`config.mk`:
```
export PLATFORM = sky130hd
export DESIGN_NAME = ts_packet_generator
export DESIGN_NICKNAME = d
export VERILOG_FILES = /design/src/rtl/ts_packet_generator.sv
export SDC_FILE = /design/constraint.sdc
export NUM_CORES = 1
export LEC_CHECK = 0
export CAP_MARGIN = 25
export CORE_UTILIZATION = 49
export CTS_BUF_LIST = sky130_fd_sc_hd__clkbuf_8
export DETAILED_ROUTE_END_ITERATION = 16
export GPL_TIMING_DRIVEN = 0
export HOLD_SLACK_MARGIN = 0.08
export PLACE_DENSITY = 0.78
export SLEW_MARGIN = 30
export SYNTH_ARGS = -nofsm -noshare
export SYNTH_HDL_FRONTEND = slang
export SYNTH_SLANG_ARGS = --single-unit
```
`constraint.sdc`:
```
create_clock -name clk -period 1.8 [get_ports clk]
set_input_delay 0.36 -clock clk [delete_from_list [all_inputs] [get_ports clk]]
set_output_delay 0.36 -clock clk [all_outputs]
set_load 0.005 [all_outputs]
```
`src/rtl/ts_packet_generator.sv`:
```
// ts_packet_generator: emits 188-byte MPEG-TS packets (4-byte header followed by
// 184 payload bytes pulled from the pl_* stream) on a registered valid/ready
// byte stream.
// Build option: define CC_ERROR_INJECT_EN to let inject_cc_err make a packet
// advance the continuity counter by 2, which creates a deliberate CC skip.
`timescale 1ns/1ps
module ts_packet_generator #(
    parameter logic [12:0] PID = 13'h0100
) (
    input  logic        clk,
    input  logic        rst,
    input  logic        enable,
    input  logic        pusi,
    input  logic        inject_cc_err,
    input  logic [7:0]  pl_data,
    input  logic        pl_valid,
    output logic        pl_ready,
    output logic [7:0]  out_data,
    output logic        out_valid,
    output logic        out_sync,
    input  logic        out_ready,
    output logic [15:0] pkt_count
);

    localparam logic [7:0] SYNC_BYTE = 8'h47;
    localparam logic [7:0] LAST_HDR  = 8'd3;
    localparam logic [7:0] LAST_IDX  = 8'd187;

    typedef enum logic [1:0] {IDLE, HEADER, PAYLOAD} state_t;

    state_t      state_q;
    logic [7:0]  cnt_q;
    logic [3:0]  cc_q;
    logic [3:0]  cc_d;
    logic [15:0] pkt_count_q;
    logic        pusi_q;
    logic [7:0]  out_data_q;
    logic        out_valid_q;
    logic        out_sync_q;
    logic [7:0]  hdr_byte_d;
    logic        adv;
    logic        inject_d;

`ifdef CC_ERROR_INJECT_EN
    logic        inject_q;
    assign inject_d = inject_q;
`else
    // Port kept for a uniform interface; the request has no effect here.
    logic        unused_inject;
    assign unused_inject = inject_cc_err;
    assign inject_d      = 1'b0;
`endif

    // The output register may take a new byte whenever it is empty or being drained.
    assign adv       = !out_valid_q || out_ready;
    assign pl_ready  = (state_q == PAYLOAD) && adv;
    assign out_data  = out_data_q;
    assign out_valid = out_valid_q;
    assign out_sync  = out_sync_q;
    assign pkt_count = pkt_count_q;

    // Header byte selection and next continuity counter value.
    always_comb begin
        hdr_byte_d = SYNC_BYTE;
        case (cnt_q[1:0])
            2'd0:    hdr_byte_d = SYNC_BYTE;
            2'd1:    hdr_byte_d = {1'b0, pusi_q, 1'b0, PID[12:8]};
            2'd2:    hdr_byte_d = PID[7:0];
            default: hdr_byte_d = {2'b00, 2'b01, cc_q};
        endcase
        cc_d = inject_d ? (cc_q + 4'd2) : (cc_q + 4'd1);
    end

    // Packet FSM: sequences header and payload bytes into the registered output.
    always_ff @(posedge clk or negedge rst) begin
        if (!rst) begin
            state_q     <= IDLE;
            cnt_q       <= 8'd0;
            cc_q        <= 4'd0;
            pkt_count_q <= 16'd0;
            pusi_q      <= 1'b0;
            out_data_q  <= 8'h00;
            out_valid_q <= 1'b0;
            out_sync_q  <= 1'b0;
`ifdef CC_ERROR_INJECT_EN
            inject_q    <= 1'b0;
`endif
        end else begin
            case (state_q)
                IDLE: begin
                    if (adv) begin
                        out_valid_q <= 1'b0;
                        out_sync_q  <= 1'b0;
                    end
                    if (enable) begin
                        state_q <= HEADER;
                        cnt_q   <= 8'd0;
                        pusi_q  <= pusi;
`ifdef CC_ERROR_INJECT_EN
                        inject_q <= inject_cc_err;
`endif
                    end
                end
                HEADER: begin
                    if (adv) begin
                        out_data_q  <= hdr_byte_d;
                        out_valid_q <= 1'b1;
                        out_sync_q  <= (cnt_q == 8'd0);
                        cnt_q       <= cnt_q + 8'd1;
                        if (cnt_q == LAST_HDR) begin
                            state_q <= PAYLOAD;
                        end
                    end
                end
                PAYLOAD: begin
                    if (adv) begin
                        if (pl_valid) begin
                            out_data_q  <= pl_data;
                            out_valid_q <= 1'b1;
                            out_sync_q  <= 1'b0;
                            if (cnt_q == LAST_IDX) begin
                                // Packet boundary: the only place enable is sampled mid-stream.
                                cnt_q       <= 8'd0;
                                cc_q        <= cc_d;
                                pkt_count_q <= pkt_count_q + 16'd1;
                                if (enable) begin
                                    state_q <= HEADER;
                                    pusi_q  <= pusi;
`ifdef CC_ERROR_INJECT_EN
                                    inject_q <= inject_cc_err;
`endif
                                end else begin
                                    state_q <= IDLE;
                                end
                            end else begin
                                cnt_q <= cnt_q + 8'd1;
                            end
                        end else begin
                            // Stall without filler: let the output run dry.
                            out_valid_q <= 1'b0;
                            out_sync_q  <= 1'b0;
                        end
                    end
                end
                default: state_q <= IDLE;
            endcase
        end
    end

endmodule

```
* Word-level counts from Yosys, hierarchy flattened
Cells that the tools add are included.
** Storage, ports and cells
- Bits in registers :: 41
- Latch bits :: 0
- RAM bits :: 0
- ROM bits :: 0
- Output and inout port bits :: 27
- Logic and storage cells :: 74
- Memories :: 0
** Operators by class
- Add/sub/neg operators :: 3
- $mul :: 0
- Divide/modulo/power cells :: 0
- Order comparisons :: 0
- Equal/unequal tests :: 14
- Shift-type cells :: 0
- Muxes and demuxes :: 31
- Bitwise gates (word level) :: 0
- Reductions and logical operators :: 18
** Operator list (count)
- 8-bit two-way mux :: 8
- 8-bit case mux with 3 select lines :: 1
- 7-bit case mux with 3 select lines :: 1
- 16-bit by 1-bit adder with 16-bit output, second input constant :: 1
- 8-bit case mux with 2 select lines :: 1
- 4-bit AND reduction :: 4
- 2-bit two-way mux :: 6
- 2-bit inequality test, second input constant :: 6
- 1-bit two-way mux :: 10
- 8-bit by 1-bit adder with 8-bit output, second input constant :: 1
- 8-bit by 2-bit equality test with 1-bit output, second input constant :: 1
- 8-bit equality test, second input constant :: 1
- 8-bit zero test :: 1
- 2-bit case mux with 3 select lines :: 1
- 6-bit AND reduction :: 1
- 2-bit nonzero test :: 3
- 5-bit AND reduction :: 1
- 4-bit by 1-bit adder with 4-bit output, second input constant :: 1
- 2-bit by 1-bit equality test with 1-bit output, second input constant :: 2
- 2-bit equality test, second input constant :: 2
- 2-bit zero test :: 2
- 2-bit by 1-bit inequality test with 1-bit output, second input constant :: 2
- 1-bit case mux with 2 select lines :: 2
- 1-bit case mux with 3 select lines :: 1
- other kinds (6) :: 6

* Longest topological paths before layout
Gate-level depths: netlist of the first run.
- Depth after elaboration :: 5
- Gate-level depth with buffers :: 8
- Mapped depth without buffers :: 6

* Worst setup path before layout of the first run
Ideal clock, no wire load.
- Path kind :: reg-to-reg
- Start point :: reg state_q[1]
- End point :: reg cnt_q[7]
- Setup time :: 0.126 ns
- Arrival :: 1.746 ns
- Required time :: 1.674 ns
- Path slack :: -0.072 ns
- Cell stages (with the launch flop) :: 9
- Buffers on the path :: 2
- Period minus slack after synthesis :: 1.872 ns
- Path through :: dfrtp_1 inv_1 ha_1 buf_2 o21a_1 o41a_1 and3_4 buf_6 a221o_1
** On the way
- Cells in the longest elaborated chain, start to end :: 3
- Elaborated cells on any way between the ends :: 10
- Those cells by class :: 6 x eq/ne; 1 x mux; 3 x reduce/logical
** Ends and longest elaborated chain
- start: declaration :: RTL line 31 : state_t state_q;
- start signal: assignment :: RTL line 77 : state_q <= IDLE;
- start signal: assignment :: RTL line 96 : state_q <= HEADER;
- start signal: assignment :: RTL line 111 : state_q <= PAYLOAD;
- 2-bit equality test, or another cell as far along :: RTL line 89 : case (state_q)
- 2-bit inequality test (no source line) / 3-bit nonzero test (equally long branches)
- 5-bit AND reduction (no source line)
- end signal: assignment :: RTL line 109 : cnt_q <= cnt_q + 8'd1;
- end signal: assignment :: RTL line 136 : cnt_q <= cnt_q + 8'd1;
- end: declaration :: RTL line 32 : logic [7:0] cnt_q;
Several ways; a longest one is shown, not always the timed one.
A chain may end at the register's enable or synchronous reset.

* Worst setup path after layout of the first run
- Start point :: reg cnt_q[1]
- End point :: reg state_q[0]
** On the way
- Cells in the longest elaborated chain, start to end :: 3
- Elaborated cells on any way between the ends :: 5
- Those cells by class :: 4 x eq/ne; 1 x reduce/logical
** Ends and longest elaborated chain
- 8-bit by 2-bit equality test with 1-bit output / 8-bit equality test (equally long branches) :: RTL line 110, 121
- 2-bit inequality test (no source line) / 2-bit by 1-bit inequality test with 1-bit output (equally long branches)
- 6-bit AND reduction (no source line) (*)
- end signal: assignment :: RTL line 111
- end signal: assignment :: RTL line 127 : state_q <= HEADER;
- end signal: assignment :: RTL line 133 : state_q <= IDLE;
Every way passes the cells marked *; elsewhere a longest branch is shown, timed or not.

==> results of run 1 <==
[synth_stat cells, types with 4 or more instances]
cell	n
o21ai_0	4
mux2_2	5
nor2b_1	4
and3_1	6
o31ai_1	4
ha_1	10
nand4_1	13
dfrtp_1	41
mux2_1	7
xnor2_1	16
a22o_1	4
clkbuf_1	5
a21oi_1	4
nand3_1	11
mux2i_1	4
nand2_1	20
inv_1	13
nor2_1	13
o21ai_1	4
[worst paths after layout]
kind | from | slack [ns] | endpoint | cells past startpoint
max in group asynchronous | rst | 0.77 | cnt_q[0] | 3
max reg2reg | cnt_q[1] | -0.07 | state_q[0] | 5
min in group asynchronous | rst | 0.55 | cnt_q[4] | 2
min | out_sync | 0.49 | out_sync | 2
min reg2reg | out_sync | 0.49 | out_sync | 2
max | cnt_q[1] | -0.07 | state_q[0] | 5
[repair_timing]
action | in CTS | in global routing
gates resized for setup | 40 | 26
hold buffers | 1 | 0
setup buffers | 16 | 7
hold endpoints to repair | 17 | 0
endpoints found under the setup margin | 40 | 27
cloned | 1 | 0
pin swaps | 8 | 10
[placed cells by master (no fill, tap or decap), types with 8 or more instances in the layout]
master	instances
clkdlybuf4s50_1	37
dfrtp_1	35
buf_4	19
nand2_1	18
xnor2_1	16
nor2_1	13
nand4_1	13
inv_1	11
nand3_1	9
buf_6	8
[area by class of cell]
type | instances | area [um2] | area share [%]
Clock inverter | 1 | 7.51 | 0.229
Inverter | 13 | 51.3 | 1.56
Timing Repair Buffer | 66 | 629 | 19.2
Sequential cell | 41 | 1030 | 31.5
Clock buffer | 6 | 82.6 | 2.52
Tap cell | 52 | 65.1 | 1.98
Multi-Input combinational cell | 163 | 1360 | 41.3
Buffer | 6 | 57.6 | 1.75
[metal layers]
metal	global-route usage [%]	vias to the layer above	part of all wire [%]
met1	30.7	998	44
met4	9.78	0	1.1
li1	-	946	-
met2	42.1	75	50
met3	5.19	8	5.1
met5	0	-	0
[power by group]
| group | internal [mW] | switching (mW) | leakage, nW |
|---|---|---|---|
| combinational | 0.825 | 0.689 | 0.818 |
| sequential | 1.04 | 0.0734 | 0.540 |
| clock | 0.303 | 0.312 | 0.0433 |
| total | 2.16 | 1.07 | 1.40 |
[kinds of logic after synthesis]
family / share of synthesized area [%]
xor+xnor: 6.88
compound gates: 11.2
fa+ha+maj: 5.46
buf+inv: 4.09
simple gates: 19.9
flops: 44.8
mux: 7.64
[flip-flops by register name (all words and copies together) (netlist names)]
name	flops
cc_q	4
cnt_q	8
out_data	8
out_sync	1
out_valid	1
pkt_count	16
pusi_q	1
state_q	2
[worst max-delay path: stages (launching register included)]
cell and delay [ns]:
dfrtp_2 0.40, ha_4 0.18, or4b_4 0.48, o41ai_4 0.22
nand4_1 0.15, mux2_4 0.33
==> summary.txt, run 1 <==
Power
  • Leak: 1.40 nW
  • Pwr Total: 3.24 mW
  • Worst IR Drop VDD: 437 uV
  • Power density over cell area: 986 nW/um2

Timing
  • Final period util: 104%
  • Setup total negative slack: -0.188 ns
  • Slew Limit Fails: 0
  • Hold Slack: 0.491 ns
  • Fmax: 534 MHz
  • Hold Vio Cnt, Final: 0
  • RSZ-0062 raised after global routing: yes
  • Final setup margin: -0.0716 ns
  • Tmin final: 1.87 ns
  • Final Setup Violations: 5
  • Worst Skew: 0.00556 ns
  • Worst slew pin tran: 0.453 ns
  • Slew HR: 69.8%

Clocking
  • Clk_lat worst skew: 0.29 ns
  • Sink Count: 41
  • CTS max path bufs: 2
  • Htree depth: 2
  • Num CTS Buffers: 5
  • CTS root buffer: clkbuf_8
  • Clock Pin Slew Worst Setup and Hold Paths: 0.08 ns
  • TritonCTS clock tree: done

Route
  • Initial DRC count: 154
  • # DRC: 0
  • DR pass1 iterations: 4
  • Final ANT Viol Nets: 0
  • Vias per cell: 5.82
  • Vias: 2,027
  • Routed len/inst: 17.0 um
  • Final Routed Wirelength: 5920 um

Critical path
  • CP Capture Type: register
  • Critical Path AT: 2.05 ns
  • Critical path class: register to register
  • CP startpoint kind: register
  • Crit path required time: 1.98 ns
  • Crit path max fanout: 4

Placement
  • Placer congestion estimate: 0.861
  • Placed Area: 2790 um2
  • Pre-CTS setup slack: -0.711 ns
  • Placed insts: 319
  • Post-DP HPWL: 3620 um
  • PortBufs: 40

Global routing
  • Largest net degree at the start of global routing: 25
  • Number of global-route vias before repair: 2,009
  • Grt ovf: 0
  • Gr usage total: 24.8%
  • First-pass GRT wire length: 9640 um
  • Initial antenna violation count: 0

Die
  • Starting Density: 51.9%
  • Row count: 24
  • Die Y: 70.4 um
  • Core ar.: 4410 um2
  • I/O pin total: 42
  • Die width: 70.4 um
  • Die area: 4960 um2

Layout
  • Fin area: 3280 um2
  • Layout cell share with drive strength beyond 1: 26.7%
  • Final net count: 321
  • Finished Core Util: 74.4%
  • Post-route insts no fill: 348
  • Area Overhead vs Synth: 43.2%
  • Diode count: 0
  • # fillers: 291

Hold path
  • Worst Hold Class: register to register

Yosys
  • Post-synth EDFFs: 0
  • Cell taking the most area after synthesis: dfrtp_1
  • Synth cell types: 44
  • Syn. warnings: 0
  • Async set or reset register ratio after synthesis: 100%
  • Area share of the largest cell type after synthesis: 44.8%
  • Area contributors post-synth: dfrtp_1, xnor2_1, ha_1
  • Area of the mapped netlist: 2290 um2
  • Main synth FF type: dfrtp_1
  • Mean post-synth cell area: 10.1 um2
  • Mapped Cells: 226
  • #FFs+latches synth: 41
  • Syn nets: 251
  • Post-synthesis sequential area ratio: 44.8%

Status
  • Violated checks: setup timing
  • Status: complete, but fails checks

Flow run
  • Max-cap violation count: 0
No activity file was read; power rests on OpenSTA's default activity.
==> inputs of run 2 (changes only) <==
Settings changed: CORE_UTILIZATION 49 to 35, PLACE_DENSITY 0.78 to default.
==> run 2 against run 1 <==
  * The run still ends with setup timing left
  * Sequential share of layout area up 0.37 points
  * Critical path depth down 1
  * Hold slack worse by 0.019 ns
  * Critical endpoint unchanged
  * Largest cell class unchanged
==> summary.txt, run 2 (synthesized netlist as in run 1, its figures left out) <==
Status
  • Status: complete, but fails checks
  • Violated checks: setup timing

Critical path
  • Crit path required time: 1.99 ns
  • Crit-path cells: or4b_4 -> o41ai_4 -> nand4_1 -> mux2_4
  • Critical Path AT: 2.06 ns
  • Critical path class: register to register
  • Crit-path slowest cell: or4b_4
  • CP Buf/Inv Count: 0
  • CP startpoint kind: register
  • Crit path max fanout: 7
  • CP delay by family, top: simple AND/OR/NAND/NOR gates
  • Slowest stage delay, CP: 0.56 ns
  • CP Capture Type: register

Route
  • Final ANT Viol Nets: 0
  • Vias: 1,958
  • # DRC: 0
  • Final Routed Wirelength: 5480 um
  • Routed len/inst: 14.9 um
  • Vias per cell: 5.34
  • DR pass1 iterations: 4
  • Initial DRC count: 158

Global routing
  • Grt ovf: 0
  • First-pass GRT wire length: 9390 um
  • Largest net degree at the start of global routing: 42
  • Number of global-route vias before repair: 1,959
  • Initial antenna violation count: 0
  • Gr usage total: 16.9%

Clocking
  • TritonCTS clock tree: done
  • CTS root buffer: clkbuf_8
  • Htree depth: 2
  • Clock Pin Slew Worst Setup and Hold Paths: 0.08 ns
  • Sink Count: 41
  • Clk_lat worst skew: 0.30 ns
  • Num CTS Buffers: 5
  • CTS max path bufs: 2

Layout
  • Max reg flops: 16
  • # fillers: 553
  • Fin area: 3230 um2
  • Area Overhead vs Synth: 41.0%
  • Finished Core Util: 50.9%
  • Layout cell share with drive strength beyond 1: 22.4%
  • Diode count: 0
  • Final net count: 314
  • Commonest cells after routing, fill and taps aside: dfrtp_1, clkdlybuf4s50_1, nand2_1, xnor2_1, buf_4
  • Post-route insts no fill: 367

Timing
  • Slew Limit Fails: 0
  • RSZ-0062 raised after global routing: yes
  • Setup total negative slack: -0.185 ns
  • Final setup margin: -0.0726 ns
  • Final period util: 104%
  • Fmax: 534 MHz
  • Hold Slack: 0.472 ns
  • Worst Skew: 0.00760 ns
  • Slew HR: 64.4%
  • Tmin final: 1.87 ns
  • Final Setup Violations: 3
  • Worst slew pin tran: 0.534 ns
  • Hold Vio Cnt, Final: 0

Die
  • Die area: 6880 um2
  • Row count: 29
  • Core ar.: 6350 um2
  • Starting Density: 36.1%
  • I/O pin total: 42
  • Die width: 82.9 um
  • Die Y: 82.9 um

Placement
  • Placer congestion estimate: 0.812
  • Placed insts: 343
  • Post-DP HPWL: 3580 um
  • Pre-CTS setup slack: -0.748 ns
  • PortBufs: 40
  • Placed Area: 2800 um2

Flow run
  • Max-cap violation count: 0

Power
  • Power density over cell area: 994 nW/um2
  • Pwr Total: 3.21 mW
  • Leak: 1.36 nW
  • Worst IR Drop VDD: 610 uV

Hold path
  • Worst Hold Class: register to register
run 2: report_power, final:
group          internal [mW]  total [mW]  switching (mW)  leakage, nW
logic                  0.779        1.47           0.690        0.765
registers               1.03        1.10          0.0705        0.545
clock network          0.311       0.642           0.331       0.0512
total                   2.12        3.21            1.09         1.36
run 2: layer usage:
metal | vias to the layer above | global-route usage [%] | part of all wire (%)
li1 | 936 | - | -
met2 | 50 | 26.8 | 47
met4 | 0 | 6.11 | 1.5
met1 | 963 | 23.0 | 48
met3 | 9 | 3.38 | 4.2
met5 | - | 0 | 0
run 2: worst paths after layout:
| check | startpoint | slack, ns | to | cells past startpoint |
|---|---|---|---|---|
| setup / recovery | cnt_q[4] | -0.07 | state_q[0] | 4 |
| hold reg to reg | pkt_count[15] | 0.47 | pkt_count[15] | 1 |
| min in group asynchronous | rst | 0.59 | pkt_count[1] | 2 |
| hold / removal | pkt_count[15] | 0.47 | pkt_count[15] | 1 |
| setup reg to reg | cnt_q[4] | -0.07 | state_q[0] | 4 |
| max in group asynchronous | rst | 0.82 | cnt_q[3] | 2 |
run 2: area by class of cell:
| class | instances | area [um2] | share of cell area (%) |
|---|---|---|---|
| sequential | 41 | 1030 | 31.8 |
| inverter | 13 | 48.8 | 1.51 |
| multi-input combinational | 163 | 1340 | 41.3 |
| buffer | 6 | 67.6 | 2.09 |
| clock buffer | 6 | 82.6 | 2.55 |
| timing repair buffer | 59 | 558 | 17.3 |
| tap | 77 | 96.3 | 2.98 |
| clock inverter | 2 | 13.8 | 0.426 |
run 2: what timing repair did:
| action | CTS | global route |
|---|---|---|
| hold buffers | 1 | 0 |
| hold endpoints to repair | 41 | 0 |
| gates resized for setup | 40 | 10 |
| endpoints found under the setup margin | 41 | 35 |
| pin swaps | 6 | 3 |
| buffers inserted | 17 | 1 |
==> edit 1: new RTL, config.mk and constraints of run 1 <==
Add a define of `CC_ERROR_INJECT_EN`.
--- a/src/rtl/ts_packet_generator.sv
+++ b/src/rtl/ts_packet_generator.sv
@@ -5,4 +5,6 @@
 // advance the continuity counter by 2, which creates a deliberate CC skip.
 `timescale 1ns/1ps
+`define CC_ERROR_INJECT_EN
+
 module ts_packet_generator #(
     parameter logic [12:0] PID = 13'h0100
Behaviour: no difference found for any inputs over 10 cycles, from zero or initial values and one cycle with rst low; that may be too few to reach the edited logic, so the function may still have changed.
==> edit 1 against run 1 <==
  * The run still ends with negative setup slack left
  * Count of clock-buffer cells in the layout shrank 1
  * Largest power group unchanged
  * Clock skew grew 0.0014 ns
  * Critical endpoint is now state_q[1]
  * Critical path type is now in2reg
  * Sequential cell count grew 1
  * Worst hold slack lost 0.021 ns
  * Routed wire length shrank 3.1%
  * Die area grew 6.3%
  * Setup slack lost 0.0041 ns
  * Synthesized area grew 6.4%
  * Cell area grew 2.0%
  * Power shrank 0.77%
  * Largest cell class unchanged
==> edit 1: results (changes against run 1) <==
\begin{tabular}{lr}
\hline
Metric & Value \\
\hline
\multicolumn{2}{l}{\textbf{Setup path}} \\
\quad Worst R2R Setup Slack & -0.05 ns (+0.02 ns) \\
\quad Cell type of the slowest stage on the worst timing path & clkdlybuf4s50\_1 \\
\quad Maximum fanout along the worst path & 5 (+1) \\
\quad Crit path to & state\_q[1] \\
\quad Peak per-stage delay on the critical path & 0.57 ns (+0.09 ns) \\
\quad Critical path startpoint & enable \\
\quad R2R cell count & 6 (+1) \\
\multicolumn{2}{l}{\textbf{Run status}} \\
\quad Violated checks & negative setup slack \\
\quad Result of the run & finished, violations left \\
\multicolumn{2}{l}{\textbf{Logic synthesis}} \\
\quad Mean Syn Cell Area & 9.999 um\^{}2 (-1.4\%) \\
\quad Distinct cell type count after synthesis & 48 (+9.1\%) \\
\quad Portion of netlist area occupied by mux cells & 6.205\% (-1.4 points) \\
\quad Synthesized-area fraction occupied by adder cells & 5.641\% (+0.18 points) \\
\quad Top cells by count, synth & dfrtp\_1 (42), nand2\_1 (19), inv\_1 (18) \\
\quad XOR/XNOR Fraction of Synth Area & 6.103\% (-0.78 points) \\
\quad Mapped Nets & 270 (+7.6\%) \\
\multicolumn{2}{l}{\textbf{Timing}} \\
\quad Least-Margin Pin Slew & 0.4103 ns (-0.04284 ns) \\
\quad Final worst-path setup slack & -0.07569 ns (-0.004122 ns) \\
\quad Setup-violating endpoint count in the final report & 3 (-2) \\
\quad Final-layout setup total negative slack & -0.1185 ns (+0.06965 ns) \\
\multicolumn{2}{l}{\textbf{Global routing}} \\
\quad Global-route wire length before repair & 8825 um (-8.4\%) \\
\quad Largest net degree at the start of global routing & 29 (+16\%) \\
\quad Via count of the first global-routing pass & 1997 (-0.60\%) \\
\multicolumn{2}{l}{\textbf{Power and ir drop}} \\
\quad Largest voltage drop on the vdd net & 0.0006572 V (+51\%) \\
\quad Reported sequential group power & 1.15 mW (+4\%) \\
\quad Standby leakage power & 1.525 nW (+8.8\%) \\
\multicolumn{2}{l}{\textbf{Detailed routing}} \\
\quad Sum of routed wire length over all layers & 5739 um (-3.1\%) \\
\quad Sum of met3 wire segment lengths after detailed routing & 293 um (-3.6\%) \\
\multicolumn{2}{l}{\textbf{Final layout}} \\
\quad Number of standard cells in the layout, taps in and fillers out & 374 (+7.5\%) \\
\quad Fraction of layout instances using a drive strength above 1 & 25.73\% (-0.96 points) \\
\hline
\end{tabular}
==> edit 1: repair_timing <==
action	4_1_cts	5_1_grt
setup buffers	9	5
hold buffers	1	0
pin swaps	5	7
gates resized for setup	19	26
hold endpoints to repair	14	0
setup endpoints to repair	39	33
gates cloned	0	0
==> edit 1: layout make-up <==
class	count	area, um^2
multi-input cells	176	1420
fillers	352	1406
flip-flops and latches	42	1052
repair buffers	57	539.3
well taps	67	83.83
inverters	18	72.57
clock buffers	5	68.82
plain buffers	6	67.56
clock inverters	3	43.79
==> edit 1: how the worst min path moves through the flow <==
stage                               end          start  depth (start not counted)
after floorplan                 cc_q[0]            rst                          0
after global routing      pkt_count[15]  pkt_count[15]                          1
after detailed placement  pkt_count[13]            rst                          1
after global placement    pkt_count[15]  pkt_count[15]                          1
final                     pkt_count[15]  pkt_count[15]                          1
after CTS                 pkt_count[15]  pkt_count[15]                          1
==> edit 2: new RTL, config.mk and constraints of run 1 <==
Made on the original files. One comparison of `cnt_q` changes from == to >=.
--- a/src/rtl/ts_packet_generator.sv
+++ b/src/rtl/ts_packet_generator.sv
@@ -119,5 +119,5 @@
                             out_valid_q <= 1'b1;
                             out_sync_q  <= 1'b0;
-                            if (cnt_q == LAST_IDX) begin
+                            if (cnt_q >= LAST_IDX) begin
                                 // Packet boundary: the only place enable is sampled mid-stream.
                                 cnt_q       <= 8'd0;
Function: no difference found for any inputs over 10 cycles, from zero or initial values and one cycle with rst low; that may be too few to reach the edited logic, so the function may still have changed.
==> edit 2 against run 1 <==
  * The run still ends with negative setup slack left
  * Clock skew grew 0.0014 ns
  * Synthesized area is 5.2% lower
  * Power grew 1.0%
  * Cell area decreased by 8.3%
  * Setup slack worse by 0.0043 ns
  * Routed wire length shrank 13%
  * Sequential cell count stayed put
  * Clock power rose by 24%
  * Critical path type unchanged
==> edit 2: results (changes against run 1) <==
\begin{tabular}{lr}
\hline
Metric & Value \\
\hline
\multicolumn{2}{l}{\textbf{Run status}} \\
\quad Result of the run & finished, violations left \\
\quad Violated checks & negative setup slack \\
\multicolumn{2}{l}{\textbf{Timing}} \\
\quad Setup-violating endpoint count in the final report & 10 (+5) \\
\quad Relative slew slack & 66.11\% (-3.7 points) \\
\quad Worst-case clock skew & 0.006967 ns (+0.001409 ns) \\
\quad Worst Hold Slack & 0.4681 ns (-0.02283 ns) \\
\quad Final worst-path setup slack & -0.07585 ns (-0.004281 ns) \\
\multicolumn{2}{l}{\textbf{Detailed routing}} \\
\quad Number of iterations in the first detailed-routing pass & 5 (+1) \\
\quad Iteration-0 DRC Markers & 124 (-19\%) \\
\multicolumn{2}{l}{\textbf{Setup path}} \\
\quad Peak per-stage delay on the critical path & 0.45 ns (-0.03 ns) \\
\quad Cell type of the slowest stage on the worst timing path & dfrtp\_2 \\
\quad Terminus of the critical flop-to-flop path & cnt\_q[2] \\
\quad Cell family with the largest share of critical-path delay & compound AO/OA/AOI/OAI gates \\
\quad Reg-to-reg critical path startpoint & state\_q[1] \\
\multicolumn{2}{l}{\textbf{Power and ir drop}} \\
\quad Standby leakage power & 1.346 nW (-4.0\%) \\
\multicolumn{2}{l}{\textbf{Placement}} \\
\quad Post-detailed-placement half-perimeter wirelength & 3305 um (-8.8\%) \\
\quad Setup slack at placement & -0.7216 ns (-0.01072 ns) \\
\quad GPL Wtd Cong & 0.8134 (-5.5\%) \\
\multicolumn{2}{l}{\textbf{Logic synthesis}} \\
\quad Mapped Nets & 248 (-1.2\%) \\
\quad Top cells by count, synth & dfrtp\_1 (41), nor2\_1 (21), nand2\_1 (18) \\
\quad Most area-consuming cells after synthesis & dfrtp\_1 (47\%), xnor2\_1 (6.0\%), ha\_1 (5.8\%) \\
\quad Distinct cell type count after synthesis & 38 (-14\%) \\
\quad Share of synthesized area occupied by flip-flops and latches & 47.24\% (+2.5 points) \\
\multicolumn{2}{l}{\textbf{Global routing}} \\
\quad GRT Util Overall & 23.69\% (-1.2 points) \\
\quad Global-route wire length before repair & 8079 um (-16\%) \\
\quad Via count of the first global-routing pass & 1795 (-11\%) \\
\multicolumn{2}{l}{\textbf{Final layout}} \\
\quad Fin nets & 306 (-4.7\%) \\
\quad Fraction of layout instances using a drive strength above 1 & 17.73\% (-9.0 points) \\
\multicolumn{2}{l}{\textbf{Min path}} \\
\quad Hold path startpoint & out\_data[7] \\
\quad Worst Hold Endpoint & out\_data[7] \\
\hline
\end{tabular}
## edit 2: cell count changes after synthesis, sizes merged, moves of 6 or more
cell / before / now
a21oi: 4 / 12
o21ai: 8 / 20
mux2: 12 / 4
nor2: 13 / 21
inv: 13 / 7
## edit 2: layout make-up
class | instances | area (um^2)
Clock inverter | 3 | 46.29
Timing Repair Buffer | 51 | 509.2
Sequential cell | 41 | 1027
Tap cell | 50 | 62.56
Multi-Input combinational cell | 169 | 1201
Inverter | 7 | 26.28
Fill cell | 290 | 1105
Clock buffer | 5 | 68.82
Buffer | 6 | 68.82
## edit 2: what timing repair did
action,4_1_cts,5_1_grt
hold buffers,1,0
setup endpoints to repair,35,25
cloned,0,0
endpoints found under the hold margin,19,0
pin swaps,7,6
setup buffers,8,1
gates resized for setup,31,14
## edit 2: how the worst max path moves through the flow
stage          slack (ns)  cells past startpoint         end  startpoint
6_report            -0.08                      6    cnt_q[2]  state_q[1]
5_1_grt             -0.17                      6    cnt_q[2]  state_q[1]
4_1_cts             -0.07                      6  state_q[0]  state_q[1]
3_5_place_dp        -0.72                      6    pl_ready  state_q[0]
3_3_place_gp        -0.75                      6    pl_ready  state_q[0]
2_1_floorplan       0.005                      5    pl_ready  state_q[0]
## edit 2: power breakdown
| part | total [mW] | internal [mW] | switching (mW) | leakage, nW |
|---|---|---|---|---|
| logic | 1.37 | 0.646 | 0.724 | 0.748 |
| clock network | 0.763 | 0.415 | 0.347 | 0.0543 |
| registers | 1.14 | 1.05 | 0.0923 | 0.544 |
## edit 2: worst reg2reg max path, cell delays in order, from the launching register on
cell and delay [ns]:
dfrtp_2 0.45, ha_2 0.22, buf_6 0.12, a21boi_2 0.18
nor3_4 0.35, o21ai_0 0.19, a22o_1 0.26
## edit 2: kinds of logic after synthesis
kind of cell / count (synthesis) / synth area share, %
AND/OR/NAND/NOR: 90 / 21.43
flip-flops: 41 / 47.23
AO/OA/AOI/OAI: 46 / 13.02
buffers and inverters: 13 / 2.765
XOR/XNOR: 18 / 7.258
multiplexers: 5 / 2.534
adder cells (fa/ha/maj): 10 / 5.760
## edit 2: routing by layer
metal / part of all wire (%) / track usage (%) / wire length (um) / vias up
li1: - / - / - / 906
met1: 45 / 32.29 / 2322 / 904
met2: 48 / 36.89 / 2480 / 59
met3: 6.0 / 3.947 / 309 / 5
met4: 1.1 / 10.42 / 55 / 0
met5: 0 / 0 / 0 / -
## edit 2: through the flow
| step | setup TNS (ns) | std cells | cell area, um^2 |
|---|---|---|---|
| after detailed placement | -10.70 | 314 | 2663 |
| final | -0.3450 | 332 | 3010 |
| after global placement | -36.01 | 313 | 2640 |
| after CTS | -0.1787 | 331 | 2950 |
| after global routing | -1.594 | 332 | 3010 |
| after floorplan | 0 | 223 | 2177 |
